==> src/rtl/spi_shift_engine.sv <==
// Full-duplex SPI shift engine: all four CPOL/CPHA modes, MSB- or LSB-first, driven by SCLK edge strobes.
// Optional `SPI_SHIFT_LOOPBACK_EN adds a loopback input that samples the internal mosi instead of miso.
module spi_shift_engine #(
    parameter int DATA_WIDTH = 8,
    parameter int CNT_W      = $clog2(DATA_WIDTH + 1)
) (
    input  logic                  pclk,
    input  logic                  preset,
    input  logic                  ss,
    input  logic                  cpol,
    input  logic                  cpha,
    input  logic                  lsbfe,
    input  logic                  sclk_rise,
    input  logic                  sclk_fall,
    input  logic                  tx_load,
    input  logic [DATA_WIDTH-1:0] tx_data,
    output logic                  tx_ready,
    input  logic                  miso,
`ifdef SPI_SHIFT_LOOPBACK_EN
    input  logic                  loopback,
`endif
    output logic                  mosi,
    output logic [DATA_WIDTH-1:0] rx_data,
    output logic                  rx_valid,
    output logic                  busy
);

    typedef enum logic [1:0] {IDLE, XFER, DONE} state_e;

    state_e                 state_q, state_d;
    logic [DATA_WIDTH-1:0]  tx_sr_q, tx_sr_d;
    logic [DATA_WIDTH-1:0]  rx_sr_q, rx_sr_d;
    logic [DATA_WIDTH-1:0]  rx_data_q, rx_data_d;
    logic [CNT_W-1:0]       bit_cnt_q, bit_cnt_d;
    logic                   cpol_q, cpol_d, cpha_q, cpha_d, lsbfe_q, lsbfe_d;
    logic                   mosi_q, mosi_d;
    logic                   rx_valid_q, rx_valid_d;
    logic                   load, lead, trail, sample_e, shift_e, din;

    function automatic logic first_bit(input logic [DATA_WIDTH-1:0] w, input logic lsb);
        return lsb ? w[0] : w[DATA_WIDTH-1];
    endfunction

    function automatic logic [DATA_WIDTH-1:0] shift_tx(input logic [DATA_WIDTH-1:0] w, input logic lsb);
        return lsb ? (w >> 1) : (w << 1);
    endfunction

    assign load  = tx_load && (state_q == IDLE) && !ss;
    assign lead  = cpol_q ? sclk_fall : sclk_rise;
    assign trail = cpol_q ? sclk_rise : sclk_fall;
    // Both strobes together is illegal; the sample edge wins and the shift is suppressed.
    assign sample_e = cpha_q ? trail : lead;
    assign shift_e  = (cpha_q ? lead : trail) && !(sclk_rise && sclk_fall);

`ifdef SPI_SHIFT_LOOPBACK_EN
    assign din = loopback ? mosi_q : miso;
`else
    assign din = miso;
`endif

    always_comb begin
        state_d    = state_q;
        tx_sr_d    = tx_sr_q;
        rx_sr_d    = rx_sr_q;
        rx_data_d  = rx_data_q;
        bit_cnt_d  = bit_cnt_q;
        cpol_d     = cpol_q;
        cpha_d     = cpha_q;
        lsbfe_d    = lsbfe_q;
        mosi_d     = mosi_q;
        rx_valid_d = 1'b0;
        case (state_q)
            IDLE: begin
                if (load) begin
                    cpol_d    = cpol;
                    cpha_d    = cpha;
                    lsbfe_d   = lsbfe;
                    rx_sr_d   = '0;
                    bit_cnt_d = '0;
                    state_d   = XFER;
                    if (cpha) begin
                        tx_sr_d = tx_data;
                    end else begin
                        // CPHA=0 presents the first bit before the first leading edge.
                        mosi_d  = first_bit(tx_data, lsbfe);
                        tx_sr_d = shift_tx(tx_data, lsbfe);
                    end
                end
            end
            XFER: begin
                if (ss) begin
                    state_d = IDLE;
                    mosi_d  = 1'b0;
                end else begin
                    if (shift_e) begin
                        mosi_d  = first_bit(tx_sr_q, lsbfe_q);
                        tx_sr_d = shift_tx(tx_sr_q, lsbfe_q);
                    end
                    if (sample_e) begin
                        rx_sr_d   = lsbfe_q ? {din, rx_sr_q[DATA_WIDTH-1:1]}
                                            : {rx_sr_q[DATA_WIDTH-2:0], din};
                        bit_cnt_d = bit_cnt_q + 1'b1;
                        if (bit_cnt_q == CNT_W'(DATA_WIDTH - 1))
                            state_d = DONE;
                    end
                end
            end
            DONE: begin
                state_d = IDLE;
                if (ss) begin
                    mosi_d = 1'b0;
                end else begin
                    rx_data_d  = rx_sr_q;
                    rx_valid_d = 1'b1;
                end
            end
            default: state_d = IDLE;
        endcase
    end

    always_ff @(posedge pclk or posedge preset) begin
        if (preset) begin
            state_q    <= IDLE;
            tx_sr_q    <= '0;
            rx_sr_q    <= '0;
            rx_data_q  <= '0;
            bit_cnt_q  <= '0;
            cpol_q     <= 1'b0;
            cpha_q     <= 1'b0;
            lsbfe_q    <= 1'b0;
            mosi_q     <= 1'b0;
            rx_valid_q <= 1'b0;
        end else begin
            state_q    <= state_d;
            tx_sr_q    <= tx_sr_d;
            rx_sr_q    <= rx_sr_d;
            rx_data_q  <= rx_data_d;
            bit_cnt_q  <= bit_cnt_d;
            cpol_q     <= cpol_d;
            cpha_q     <= cpha_d;
            lsbfe_q    <= lsbfe_d;
            mosi_q     <= mosi_d;
            rx_valid_q <= rx_valid_d;
        end
    end

    assign busy     = (state_q != IDLE);
    assign tx_ready = !busy;
    assign mosi     = mosi_q;
    assign rx_data  = rx_data_q;
    assign rx_valid = rx_valid_q;

endmodule

==> config.mk <==
export PLATFORM = sky130hd
export DESIGN_NAME = spi_shift_engine
export DESIGN_NICKNAME = d
export VERILOG_FILES = /design/src/rtl/spi_shift_engine.sv
export SDC_FILE = /design/constraint.sdc
export NUM_CORES = 1
export LEC_CHECK = 0
export ABC_AREA = 1
export CAP_MARGIN = 10
export CORE_MARGIN = 1
export CORE_UTILIZATION = 55
export DETAILED_ROUTE_END_ITERATION = 6
export PLACE_DENSITY = 0.8
export SLEW_MARGIN = 20
export SYNTH_ARGS = -nofsm -noshare
export SYNTH_HDL_FRONTEND = slang
export SYNTH_SLANG_ARGS = --single-unit
==> constraint.sdc <==
create_clock -name pclk -period 4.56 [get_ports pclk]
set_input_delay 0.912 -clock pclk [delete_from_list [all_inputs] [get_ports pclk]]
set_output_delay 0.912 -clock pclk [all_outputs]
set_load 0.01 [all_outputs]
# Yosys cells after proc, flatten, opt, wreduce, memory -nomap -nowiden
# Index checks and enable logic that the tools add are counted.
# op_classes
n_addsub	1
n_eq_ne	12
mux	35
bitwise	1
reduce_logical	17
# op_table
op	count
$mux W8	10
$pmux W8 S2	2
$mux W1	13
$mux W4	3
$ne A2 B2 Y1 const B	6
$ne A3 B3 Y1 const B	3
$mux W2	4
$pmux W4 S2	1
$reduce_and A4 Y1	2
$reduce_and A5 Y1	1
$add A4 B1 Y4 const B	1
$eq A4 B3 Y1 const B	1
$logic_and A1 B1 Y1	4
$pmux W2 S2	1
$reduce_and A2 Y1	2
$reduce_bool A2 Y1	2
$logic_not A1 Y1	3
$pmux W1 S3	1
$reduce_and A3 Y1	1
$reduce_bool A3 Y1	1
$eq A2 B1 Y1 const B	1
$eq A2 B2 Y1 const B	1
$logic_not A2 Y1	1
$not A1 Y1	1
# totals
reg_bits	35
input_bits	18
out_inout_bits	12
word_cells	76

# Longest topological paths before layout
# Gate-level depths: netlist (run 1).
# logic_depth
ltp_word	6
mapped_depth	10
mapped_depth_nobuf	10

# Worst setup path before layout (run 1)
# OpenSTA, ideal clock, no wires.
# synth_path
path_kind	register to output
from	reg state_q[0]
to	out busy
t_arrival_ps	887
required_ps	3648
path_slack_ps	2761
path_stages_with_launch	4
path_buffers	0
cell_sequence	dfrtp_1 > inv_1 > ha_1 > inv_1
# synth_between
elab_chain_len	1
# synth_lines
item	line	rtl
start, declared	30	state_e state_q, state_d;
start signal, assigned	134	state_q <= state_d;
$reduce_bool A2 Y1	147	assign busy = (state_q != IDLE);
end, declared	25	output logic busy
# Every way passes these cells.

# Final worst setup path (run 1)
# Same ends and word-level chain as after synthesis.

==> results of run 1 <==
## synthesized netlist by cell type
library cell and n:
sky130_fd_sc_hd__nand2_1 94, sky130_fd_sc_hd__dfrtp_1 35, sky130_fd_sc_hd__nand3_1 34, sky130_fd_sc_hd__inv_1 31, sky130_fd_sc_hd__o21ai_0 28, sky130_fd_sc_hd__a21oi_1 8, sky130_fd_sc_hd__o22ai_1 8, sky130_fd_sc_hd__a22oi_1 6
sky130_fd_sc_hd__ha_1 6, sky130_fd_sc_hd__buf_2 4, sky130_fd_sc_hd__inv_2 4, sky130_fd_sc_hd__nand2_2 4, sky130_fd_sc_hd__nor2_4 3, sky130_fd_sc_hd__nor2_1 2, sky130_fd_sc_hd__a21oi_2 1, sky130_fd_sc_hd__a21oi_4 1
sky130_fd_sc_hd__buf_4 1, sky130_fd_sc_hd__buf_6 1, sky130_fd_sc_hd__clkbuf_1 1, sky130_fd_sc_hd__clkbuf_2 1, sky130_fd_sc_hd__nand2_4 1, sky130_fd_sc_hd__nand3_4 1, sky130_fd_sc_hd__nand3b_1 1, sky130_fd_sc_hd__nor2_2 1
sky130_fd_sc_hd__o211ai_1 1, sky130_fd_sc_hd__o21a_1 1, sky130_fd_sc_hd__xnor2_1 1, sky130_fd_sc_hd__xor2_1 1
## report_power, final
group / total, mW / switching [mW] / internal (mW) / leakage, nW
Combinational: 0.609 / 0.384 / 0.225 / 0.722
Sequential: 0.476 / 0.0759 / 0.400 / 0.467
Clock: 0.287 / 0.110 / 0.177 / 0.0612
## routing by layer
metal | up-vias | wire (um) | global-route usage, %
met2 | 46 | 1960 | 34.3
met3 | 4 | 178 | 5.07
met1 | 873 | 2050 | 31.4
li1 | 972 | - | -
met5 | - | 0 | 0
met4 | 0 | 36 | 7.67
## worst paths after layout
check / from / endpoint / slack (ns) / depth (start not counted)
max: state_q[0] / busy / 1.92 / 4
min: rx_sr_q[2] / rx_sr_q[2] / 0.47 / 2
max reg2reg: state_q[1] / rx_sr_q[6] / 2.45 / 8
min reg2reg: rx_sr_q[2] / rx_sr_q[2] / 0.47 / 2
max in group asynchronous: preset / rx_sr_q[6] / 3.22 / 3
min in group asynchronous: preset / tx_sr_q[4] / 1.03 / 3
## state kept, by name, summed over array words and instances (netlist names), 2 cells and up
register,count
rx_data,8
rx_sr_q,8
tx_sr_q,8
bit_cnt_q,4
state_q,2
## cell type report
| cell class | count | area, um2 |
|---|---|---|
| clock buffers | 6 | 82.6 |
| well taps | 48 | 60.1 |
| multi-input cells | 203 | 1040 |
| fillers | 319 | 1140 |
| repair buffers | 30 | 298 |
| clock inverters | 2 | 35.0 |
| inverters | 35 | 131 |
| flip-flops and latches | 35 | 876 |
## metrics by stage
stage	hold WS, ns	instance area [um2]
floorplan	0.442	2090
global placement	0.454	2400
detailed placement	0.459	2400
CTS	0.476	2520
global route	0.493	2520
finish	0.473	2520
## cell families (layout without fill, tap and decap cells)
logic type      Yosys count  after routing  synth area share, %
compound gates           54             54                 15.1
xor+xnor                  2              2                0.836
fa+ha+maj                 6              6                 3.58
buf+inv                  43             73                 8.54
flops                    35             35                 41.8
simple gates            141            141                 30.2
## worst reg2reg max path, delay by kind of cell (launching register included)
family | cells | cell delay (ns)
AND/OR/NAND/NOR | 5 | 0.84
adder cells (fa/ha/maj) | 1 | 0.47
flip-flops | 1 | 0.42
buffers and inverters | 2 | 0.32
==> results.txt, run 1 <==
Final number of hold-violating endpoints: 0. The final critical path takes up 58.0% of the cycle. TritonCTS built the clock tree. The height of the die is 63.7 um, and the wire length of the first global-routing pass is 7.15 mm. The critical path's largest stage delay works out to 0.55 ns. Average wire length per cell after detail routing: 11.8 um. The total overflow left after global routing is 0.

The worst path in the final design needs a cycle of 2.64 ns, including I/O delays and setup. The analysis attributes to cell leakage a power of 1.25 nW. Cell type of the slowest stage on the worst timing path: sky130_fd_sc_hd__clkdlybuf4s50_1.

In the layout the commonest cells are 94 x sky130_fd_sc_hd__nand2_1, 35 x sky130_fd_sc_hd__dfrtp_1, 34 x sky130_fd_sc_hd__nand3_1. The total count of max-transition violations in the final report is 0, and the setup slack of the critical path after layout is 1.92 ns. The count of cells in the finished layout, fillers not included, comes to 359. In the routed design, unresolved DRC markers number 0.

The placement row count is 22, and the count of buffers from port buffering is 29. Compared with the post-synthesis result, the final layout area differs by 20.4%. Setup repair after global routing left no endpoint under its margin. The worst setup path is captured at a primary output. At the worst endpoint, the required time is 3.65 ns. Count of state elements after synthesis: 35.

The maximum buffer depth of the clock tree came out at 2. Prior to clock tree synthesis, the placed netlist has a worst setup slack of 1.91 ns. The share of synthesized area in the top cell type comes to 41.8%. Power consumption: 1.37 mW. The data arrival time at the worst-slack endpoint is 1.73 ns. Clock tree synthesis selected as its root buffer the cell sky130_fd_sc_hd__clkbuf_8. The repair_antennas step left the layout with diodes totalling 0. Pin placement for this block handled 30 I/O pins. After detailed placement, the design holds a cell count of 351. After synthesis, the cell types taking the most area are sky130_fd_sc_hd__dfrtp_1 42%, sky130_fd_sc_hd__nand2_1 17%, sky130_fd_sc_hd__nand3_1 8.1%. Detailed placement finished with a half-perimeter wire length of 3.07 mm. The violation count after the first detailed-route iteration is 103, and the maximum fanout count along the critical path is 5. The logs give 57.2% for the starting density of the core and 316 uV for the worst voltage drop across the vdd grid. The routed layout has 1895 vias.

The tightest min-delay check is of the register to register type. The clock tree synthesis step divided the H-tree into 2 levels. The area of the core was 3660 um2; the via density per instance was 5.28.

The portion of the post-synthesis area used by sequential elements is 41.8%. The run finished with clean final reports. The post-synthesis cell type with the largest combined area was sky130_fd_sc_hd__dfrtp_1. The ratio of cells with drive above 1 in the final layout is 8.04%.

The commonest non-fill, non-tap cell in the layout is sky130_fd_sc_hd__nand2_1. The distinct cell type count of the synthesized netlist is 28, and the clock insertion delay at the later pin of the skew report is 0.28 ns. Number of post-CTS setup repair buffers: 0. Among the stages of the critical path, the cell type that occurs most often is sky130_fd_sc_hd__inv_1. Gates resized during post-CTS repair numbered 0. The worst setup path is of the register to primary output kind. Across the run, the number of max-cap violations was 0. The die is 63.7 um wide.

The number of buffers and inverters on the critical path is 3. The tools report the number of detailed-routing iterations run before antenna repair as 4. The power density relative to cell area works out to 544 nW/um2. The total CTS buffers was 5.

The via count of the first global-routing pass was 1647. Clock skew: 0.00227 ns. Initial antenna violation count: 0. The transition time of the tightest slew-check pin was 0.499 ns.

After clock tree synthesis, the flow added hold-fix buffers numbering 0. The kind of cell adding the most delay to the critical path was buffers and inverters. The worst setup path is launched from a register.

The logs give 22.5% for the global-route usage over all layers and 305 for the synthesized netlist net count. Entering global routing, the biggest net connects 36 pins. Synthesis produced a netlist whose cell count is 281. Derived from the worst setup path, the maximum achievable clock frequency is 378 MHz. The logs give 0 for the setup-violating endpoint count in the final report and 35 for the clock sink total. The final net count is 334.

The final sum of negative setup slack came out at 0 ns. The routed design has 4.23 mm of wire. Traced cell by cell, the critical path runs through inv_1 > ha_1 > inv_1 > clkdlybuf4s50_1. Headroom to the max-slew limit came out at 66.7%. The average instance in the mapped netlist occupies 7.45 um2. Summing every instance area after synthesis gives 2090 um2.

The last weighted congestion value of the routability-driven placer was 0.813. Cells fill 68.9% of the core in the end. The number of warning messages in the yosys log was 0; the clock edge transition at the registers on the reported setup and hold paths was 0.07 ns. The floorplan step defined a die boundary enclosing 4060 um2. The antenna violation net count after detailed routing came out at 0.
Note: power is estimated with default switching activity, not from simulation.
==> run 2, diff against run 1 <==
--- a/config.mk
+++ b/config.mk
@@ -8,9 +8,9 @@
 export ABC_AREA = 1
 export CAP_MARGIN = 10
 export CORE_MARGIN = 1
-export CORE_UTILIZATION = 55
+export CORE_UTILIZATION = 54
 export DETAILED_ROUTE_END_ITERATION = 6
-export PLACE_DENSITY = 0.8
+export PLACE_DENSITY = 0.79
 export SLEW_MARGIN = 20
 export SYNTH_ARGS = -nofsm -noshare
 export SYNTH_HDL_FRONTEND = slang
==> constraint.sdc (replaced) <==
create_clock -name pclk -period 2.62 [get_ports pclk]
set_input_delay 0.524 -clock pclk [delete_from_list [all_inputs] [get_ports pclk]]
set_output_delay 0.524 -clock pclk [all_outputs]
set_load 0.01 [all_outputs]
==> run 2 against run 1 <==
  * Cell area is 0.40% higher
  * Routed wire length is 8.7% higher
  * Core utilization is 0.24 points lower
  * Worst hold slack better by 0.0022 ns
  * Critical path depth stayed put
  * Clock skew is 0.0085 ns higher
  * Register-to-register slack worse by 1.8 ns
  * Global-route usage is 2.4 points higher
  * Sequential share of layout area is 0.14 points lower
  * Combinational power is 82% higher
  * Critical endpoint unchanged
==> results.txt, run 2 (synthesized netlist as in run 1, its figures left out) <==
Initial antenna violation count: 0 (unchanged). The logs give 2530 um2 (was 2520 um2) for the cell area after layout and 56.8% (was 57.2%) for the starting density of the core. For the count of inserted antenna diode cells, the log shows 0 (unchanged). The type of element launching the critical path is a register (unchanged). Most frequent cells in the layout: 94 x sky130_fd_sc_hd__nand2_1, 35 x sky130_fd_sc_hd__dfrtp_1, 34 x sky130_fd_sc_hd__nand3_1 (unchanged). For the setup slack after placement, the log shows 0.369 ns (was 1.91 ns). The wire length of the first global-routing pass came out at 7.80 mm (was 7.15 mm). TritonCTS built the clock tree. The tools report the number of detailed-routing iterations run before antenna repair as 4 (unchanged). The area taken by flip-flops and latches was 876 um2 (unchanged); the ratio of cells with drive above 1 in the final layout was 8.63% (was 8.04%).

The tools report the critical hold path startpoint as rx_sr_q[2] (unchanged). The logs give 2.10 ns (was 3.65 ns) for the worst endpoint required time and 0 (unchanged) for the leftover overflow at the end of global routing. The worst voltage drop across the vdd grid is 581 uV (was 316 uV), and the critical path's largest stage delay is 0.55 ns (about the same). The tools report the number of post-CTS setup repair buffers as 0 (unchanged). The final period demand of the worst path is 2.30 ns, and the count of buffers from port buffering is 29 (unchanged). The clock root buffer is sky130_fd_sc_hd__clkbuf_8 (unchanged).

The total count of max-transition violations in the final report was 0 (unchanged); the maximum fanout count along the critical path was 5 (unchanged). Critical-path cell list: inv_1 > ha_1 > inv_1 > clkdlybuf4s50_1 (unchanged). The number of standard cells in the layout, taps in and fillers out came out at 361 (was 359). The run gives 68.7% (was 68.9%) as the share of the core filled with cells. The number of buffers inserted by hold repair at cts is 0 (unchanged), and the chip width is 64.3 um (was 63.7 um). The run gives 1040 um2 (unchanged) as the area of the multi-input gates. For the global-route usage over all layers, the log shows 24.9% (was 22.5%). The logs give 5 (unchanged) for the total CTS buffers and 1893 (was 1895) for the detailed-route via count. The tools report the number of placed cells counting well taps as 353 (was 351). The run gives 3.30 mm (was 3.07 mm) as the HPWL reported at the end of detailed placement. The final net count came out at 336 (was 334). Most used cell along the critical path: sky130_fd_sc_hd__inv_1 (unchanged).

The classification of the worst-slack hold path was register to register (unchanged). The commonest non-fill, non-tap cell in the layout was sky130_fd_sc_hd__nand2_1 (unchanged). For the power consumption, the log shows 2.43 mW (was 1.37 mW). The run gives 0.322 ns (was 1.92 ns) as the setup slack of the critical path after layout. The run gives 0 (unchanged) as the DRC violations left.

Launch point of the worst reg-to-reg path: state_q[0] (was state_q[1]). The run gives 0.30 ns (was 0.28 ns) as the clock insertion delay at the later pin of the skew report. The height of the die was 64.3 um (was 63.7 um).

The setup-violating endpoint count in the final report is 0 (unchanged), and the largest net degree at the start of global routing is 36 (unchanged). The tools report the kind of end point of the critical path as a primary output (unchanged). The count of boundary I/O pins was 30 (unchanged). Clock sink total: 35 (unchanged). The cell leakage power came out at 1.26 nW (was 1.25 nW). The flow ran to the end, and the final reports show no timing, DRC or antenna violations.

The transition time of the tightest slew-check pin works out to 0.494 ns (was 0.499 ns). Setup repair after global routing left no endpoint under its margin. The total of max-cap violations is 0 (unchanged). The signed area change from the synthesized netlist to the final layout is 20.9% (was 20.4%), and the violation count after the first detailed-route iteration is 69 (was 103).

Power density relative to cell area: 958 nW/um2 (was 544 nW/um2). The clock edge transition at the registers on the reported setup and hold paths is 0.08 ns (was 0.07 ns), and the final sum of negative setup slack is 0 ns (unchanged). The data arrival time at the worst-slack endpoint came out at 1.77 ns (was 1.73 ns). The cell type of the slowest stage on the worst timing path is sky130_fd_sc_hd__clkdlybuf4s50_1 (unchanged). The average wire length per cell after detail routing is 12.7 um (was 11.8 um). The number of fill cells in the layout came out at 318 (was 319). The tools report the placed cell area as 2420 um2 (was 2400 um2). The tools report the die area as 4130 um2 (was 4060 um2). The last weighted congestion value of the routability-driven placer is 0.822 (was 0.813). Area of the core: 3690 um2 (was 3660 um2). The minimum hold slack was 0.475 ns (was 0.473 ns); the placement row count was 22 (unchanged). Launching instance or port of the critical path: state_q[0] (unchanged). The final number of hold-violating endpoints is 0 (unchanged), and the via count of the first global-routing pass is 1784 (was 1647). The tools report the total detailed-routing wirelength as 4.60 mm (was 4.23 mm). The headroom to the max-slew limit came out at 67.1% (was 66.7%). The logs give 2 (unchanged) for the total number of H-tree levels and 435 MHz for the highest attainable clock frequency. Count of instances resized after the clock tree is built: 0 (unchanged). The antenna violation net count after detailed routing was 0 (unchanged); the maximum buffer depth of the clock tree was 2 (unchanged). Dividing the final minimum period by the clock period gives 87.7%. The clock skew is 0.0108 ns (was 0.00227 ns). The worst setup path category is register to primary output (unchanged).

The via density per instance works out to 5.24 (was 5.28).
run 2: cell types whose count changed in the layout (fill, tap and decap cells not counted):
cell | before | now
sky130_fd_sc_hd__buf_4 | 1 | 3
sky130_fd_sc_hd__clkbuf_8 | 6 | 5
sky130_fd_sc_hd__clkinv_4 | 0 | 1
run 2: final cells by class:
cell class	count	share of cell area (%)
clock buffer	5	2.72
clock inverter	3	1.73
inverter	35	5.19
multi-input combinational	203	41.1
sequential	35	34.6
tap	48	2.37
timing repair buffer	32	12.4
run 2: critical path: cells and delay by family (launching register included):
family                     cells  cell delay (ns)
adders and majority gates      1             0.26
DFF                            1             0.40
buffers and inverters          3             0.81
run 2: worst paths after layout:
kind | endpoint | slack (ns) | cells after the start
worst max-delay path | busy | 0.32 | 4
worst min-delay path | rx_sr_q[2] | 0.48 | 2
worst max register to register | bit_cnt_q[1] | 0.70 | 8
worst min register to register | rx_sr_q[2] | 0.48 | 2
max in group asynchronous | cpha_q | 1.68 | 3
min in group asynchronous | tx_sr_q[5] | 0.62 | 3
run 2: report_power, final:
| part | total, mW | switching [mW] | internal, mW |
|---|---|---|---|
| Combinational | 1.11 | 0.691 | 0.417 |
| Sequential | 0.828 | 0.131 | 0.696 |
| Clock | 0.490 | 0.207 | 0.283 |
run 2: routing by layer:
metal | vias up | wire length, um | GRT usage, %
met5 | - | 0 | 0
met4 | 0 | 61 | 8.33
met1 | 885 | 2190 | 31.8
met3 | 6 | 177 | 6.43
li1 | 971 | - | -
met2 | 31 | 2170 | 40.9
==> run 3, diff against run 2 <==
--- a/config.mk
+++ b/config.mk
@@ -5,12 +5,11 @@
 export SDC_FILE = /design/constraint.sdc
 export NUM_CORES = 1
 export LEC_CHECK = 0
-export ABC_AREA = 1
 export CAP_MARGIN = 10
 export CORE_MARGIN = 1
-export CORE_UTILIZATION = 54
+export CORE_UTILIZATION = 45
 export DETAILED_ROUTE_END_ITERATION = 6
-export PLACE_DENSITY = 0.79
+export PLACE_DENSITY = 0.68
 export SLEW_MARGIN = 20
 export SYNTH_ARGS = -nofsm -noshare
 export SYNTH_HDL_FRONTEND = slang
==> constraint.sdc (replaced) <==
create_clock -name pclk -period 2.62 [get_ports pclk]
set_input_delay 0.524 -clock pclk [delete_from_list [all_inputs] [get_ports pclk]]
set_output_delay 0.524 -clock pclk [all_outputs]
set_load 0.05 [all_outputs]
==> run 3 against run 2 <==
  * The run now ends with DRC left
  * Flip-flop and latch count did not move
  * Routed wire length is 0.35% higher
  * Largest cell class unchanged
  * Highest routed layer unchanged
  * Area after synthesis rose by 3.1%
==> results.txt, run 3 <==
The flow ran to the end, but the final reports show violations. The checks that failed: DRC. The critical hold path startpoint is rx_data[1] (was rx_sr_q[2]).

The initial antenna violation count is 0 (unchanged), and the average cell area after synthesis is 11.1 um2 (was 7.45 um2). The headroom to the max-slew limit came out at 39.2% (was 67.1%). Total internal power: 1.48 mW (was 1.40 mW). The logs give 5 (unchanged) for the total CTS buffers and 3 (was 0) for the DRC violations left. Classification of the worst-slack hold path: register to register (unchanged). The highest attainable clock frequency is 402 MHz (was 435 MHz). The maximum fanout count along the critical path was 5 (unchanged); the final sum of negative setup slack was 0 ns (unchanged). The run gives 4.61 mm (was 4.60 mm) as the total detailed-routing wirelength. The worst voltage drop across the vdd grid is 525 uV (was 581 uV), and the async set-or-reset flop fraction in the synthesized netlist is 100% (unchanged). Cell area after layout: 2610 um2 (was 2530 um2).

The run gives 0.0148 ns (was 0.0108 ns) as the clock skew. Clock root buffer: sky130_fd_sc_hd__clkbuf_8 (unchanged). The critical path's largest stage delay was 0.80 ns (was 0.55 ns); the portion of the post-synthesis area used by sequential elements was 40.6% (was 41.8%).

The count of buffers from port buffering works out to 29 (unchanged). The count of state elements after synthesis is 35 (unchanged), and the average wire length per cell after detail routing is 16.4 um (was 12.7 um). The placement row count was 24 (was 22). The tools report the clock sink total as 35 (unchanged). List of most frequent post-synthesis cells: 35 x sky130_fd_sc_hd__dfrtp_1, 23 x sky130_fd_sc_hd__mux2i_1, 18 x sky130_fd_sc_hd__mux2_2, 10 x sky130_fd_sc_hd__nand2_1, 9 x sky130_fd_sc_hd__nand2b_1 (was 94 x sky130_fd_sc_hd__nand2_1, 35 x sky130_fd_sc_hd__dfrtp_1, 34 x sky130_fd_sc_hd__nand3_1, 31 x sky130_fd_sc_hd__inv_1, 28 x sky130_fd_sc_hd__o21ai_0). The transition time of the tightest slew-check pin is 0.912 ns (was 0.494 ns), and the HPWL reported at the end of detailed placement is 3.38 mm (was 3.30 mm). Most frequent cells in the layout: 35 x sky130_fd_sc_hd__dfrtp_1, 29 x sky130_fd_sc_hd__clkdlybuf4s50_1, 23 x sky130_fd_sc_hd__mux2i_1 (was 94 x sky130_fd_sc_hd__nand2_1, 35 x sky130_fd_sc_hd__dfrtp_1, 34 x sky130_fd_sc_hd__nand3_1). The run gives 48.3% (was 56.8%) as the starting density of the core.

The share of total power consumed by net switching was 39.0% (was 42.4%); the ratio of cells with drive above 1 in the final layout was 18.8% (was 8.63%). The power density relative to cell area was 931 nW/um2 (was 958 nW/um2); the wire length of the first global-routing pass was 7.76 mm (was 7.80 mm). The cell count of the worst reg-to-reg path is 7 (was 8), and the total count of max-transition violations in the final report is 0 (unchanged). The combinational power share came out at 44.3% (was 45.7%). The endpoint of the worst hold-timing path is rx_data[1] (was rx_sr_q[2]). The tools report the final net count as 252 (was 336).

The clock insertion delay at the later pin of the skew report is 0.29 ns (was 0.30 ns), and the number of warning messages in the yosys log is 0 (unchanged). The height of the die came out at 71.3 um (was 64.3 um). The via count of the first global-routing pass was 1632 (was 1784). The global-route usage over all layers came out at 19.7% (was 24.9%).

The launch point of the worst reg-to-reg path was state_q[1] (was state_q[0]). The chip width was 71.3 um (was 64.3 um). The worst setup path category was register to primary output (unchanged). Setup repair after global routing left no endpoint under its margin. The tools report the kind of end point of the critical path as a primary output (unchanged).

The number of buffers inserted by hold repair at cts is 0 (unchanged). The logs give 44 (was 28) for the distinct cell type count of the synthesized netlist and 0 (unchanged) for the leftover overflow at the end of global routing. Critical-path cell list: inv_1 > ha_1 > inv_1 > clkdlybuf4s50_1 (unchanged). The cell type of the slowest stage on the worst timing path is sky130_fd_sc_hd__clkdlybuf4s50_1 (unchanged). The sequential cell fraction of total power was 35.9% (was 34.1%); the share of the clock period used by the worst path after layout was 95.0% (was 87.7%).

Count of inserted antenna diode cells: 0 (unchanged). The logs give 2 (unchanged) for the total number of H-tree levels and 0.831 (was 0.822) for the last weighted congestion value of the routability-driven placer. For the die area, the log shows 5080 um2 (was 4130 um2). The run gives 4470 um2 (was 3690 um2) as the area of the core. The tools report the type of element launching the critical path as a register (unchanged).

The maximum buffer depth of the clock tree is 2 (unchanged). Area contributors post-synth: sky130_fd_sc_hd__dfrtp_1 41%, sky130_fd_sc_hd__mux2i_1 11%, sky130_fd_sc_hd__mux2_2 9.4% (was sky130_fd_sc_hd__dfrtp_1 42%, sky130_fd_sc_hd__nand2_1 17%, sky130_fd_sc_hd__nand3_1 8.1%). The run gives 0.63 ns (was 0.70 ns) as the setup slack of the worst register-to-register path. Final period demand of the worst path: 2.49 ns (was 2.30 ns). The clock edge transition at the registers on the reported setup and hold paths is 0.08 ns (about the same). The number of stages on the worst hold path is 1 (was 2), and the data arrival time at the worst-slack endpoint is 1.97 ns (was 1.77 ns). The tools report the cell leakage power as 1.23 nW (was 1.26 nW).

The net switching power was 0.945 mW (was 1.03 mW); the number of detailed-routing iterations run before antenna repair was 7 (was 4). The run gives 0 (unchanged) as the antenna violation net count after detailed routing. The number of post-CTS setup repair buffers came out at 0 (unchanged).

The fraction of synthesized cell area taken by the top area cell type came out at 40.6% (was 41.8%). The most frequently used flop master after synthesis is sky130_fd_sc_hd__dfrtp_1 (unchanged). The clock network fraction of design power is 19.8% (was 20.2%), and the detailed-route via count is 1665 (was 1893). The run gives 195 (was 281) as the synthesized instance count. The logs give 36 (unchanged) for the largest net degree at the start of global routing and 2.10 ns (about the same) for the worst endpoint required time.

The most common cell in the synthesized netlist is sky130_fd_sc_hd__dfrtp_1 (was sky130_fd_sc_hd__nand2_1). The final number of hold-violating endpoints is 0 (unchanged), and the via density per instance is 5.93 (was 5.24). Signed area change from the synthesized netlist to the final layout: 20.7% (was 20.9%). The placed cell area was 2490 um2 (was 2420 um2).

The violation count after the first detailed-route iteration is 132 (was 69). The post-synthesis cell type with the largest combined area is sky130_fd_sc_hd__dfrtp_1 (unchanged). The logs give 30 (unchanged) for the count of boundary I/O pins and 219 (was 305) for the synthesized netlist net count.

Commonest non-fill, non-tap cell in the layout: sky130_fd_sc_hd__dfrtp_1 (was sky130_fd_sc_hd__nand2_1). The most used cell along the critical path is sky130_fd_sc_hd__inv_1 (unchanged). The area of the mapped netlist is 2160 um2 (was 2090 um2). TritonCTS built the clock tree. The run gives 0 (unchanged) as the total of max-cap violations.

Reg-to-reg critical path endpoint: bit_cnt_q[0] (was bit_cnt_q[1]). The count of flip-flops with a built-in enable after synthesis was 0 (unchanged). Setup-violating endpoint count in the final report: 0 (unchanged). The count of instances resized after the clock tree is built was 0 (unchanged).
[run 3: metrics by stage]
stage	worst slack, ns	hold slack (ns)	std cells	total power [mW]	util, %
6_report	0.130	0.509	281	2.43	58.2
5_1_grt	0.0387	0.527	281	2.59	58.2
4_1_cts	0.117	0.513	281	2.45	58.2
3_5_place_dp	0.414	0.495	273	1.96	55.7
3_3_place_gp	0.479	0.490	273	1.92	55.7
2_1_floorplan	0.539	0.466	195	1.72	-
[run 3: layout make-up]
type,instances,area (um2)
well taps,52,65.1
clock buffers,5,68.8
inverters,9,33.8
fillers,374,1870
multi-input cells,141,1180
repair buffers,36,343
clock inverters,3,43.8
flip-flops and latches,35,876
[run 3: worst max path at each step]
stage | startpoint | to | slack [ns] | depth (start not counted)
after floorplan | state_q[0] | bit_cnt_q[0] | 0.54 | 7
after global placement | sclk_rise | tx_sr_q[7] | 0.48 | 6
after detailed placement | sclk_rise | tx_sr_q[2] | 0.41 | 6
after CTS | state_q[0] | busy | 0.12 | 4
after global routing | state_q[0] | busy | 0.04 | 4
final | state_q[1] | busy | 0.13 | 4
[run 3: cells by family (layout without fill, tap and decap cells)]
family | count (synthesis) | after routing | share of synthesized area, %
simple gates | 53 | 53 | 14.7
fa+ha+maj | 6 | 6 | 3.48
flops | 35 | 35 | 40.6
buf+inv | 19 | 53 | 4.98
mux | 43 | 43 | 21.7
compound gates | 38 | 38 | 13.3
xor+xnor | 1 | 1 | 1.27
[run 3: routing by layer]
metal  vias up  share of wire, %  GRT usage (%)
li1        785                 -              -
met1       838                45           25.6
met2        38                49           32.4
met3         4               4.3           4.08
met4         0               1.2           7.78
met5         -                 0              0
[run 3: power by group through the flow]
stage | sequential, mW | clock [mW] | combinational [mW]
after floorplan | 0.814 | 0 | 0.903
after global placement | 0.865 | 0 | 1.05
after detailed placement | 0.880 | 0 | 1.08
after CTS | 0.870 | 0.499 | 1.08
after global routing | 0.897 | 0.514 | 1.18
final | 0.871 | 0.480 | 1.07
[run 3: worst max-delay path, delay by kind of cell, from the launching register on]
kind	cells	cell delay, ns
flip-flops	1	0.42
adder cells (fa/ha/maj)	1	0.26
buffers and inverters	3	1.00
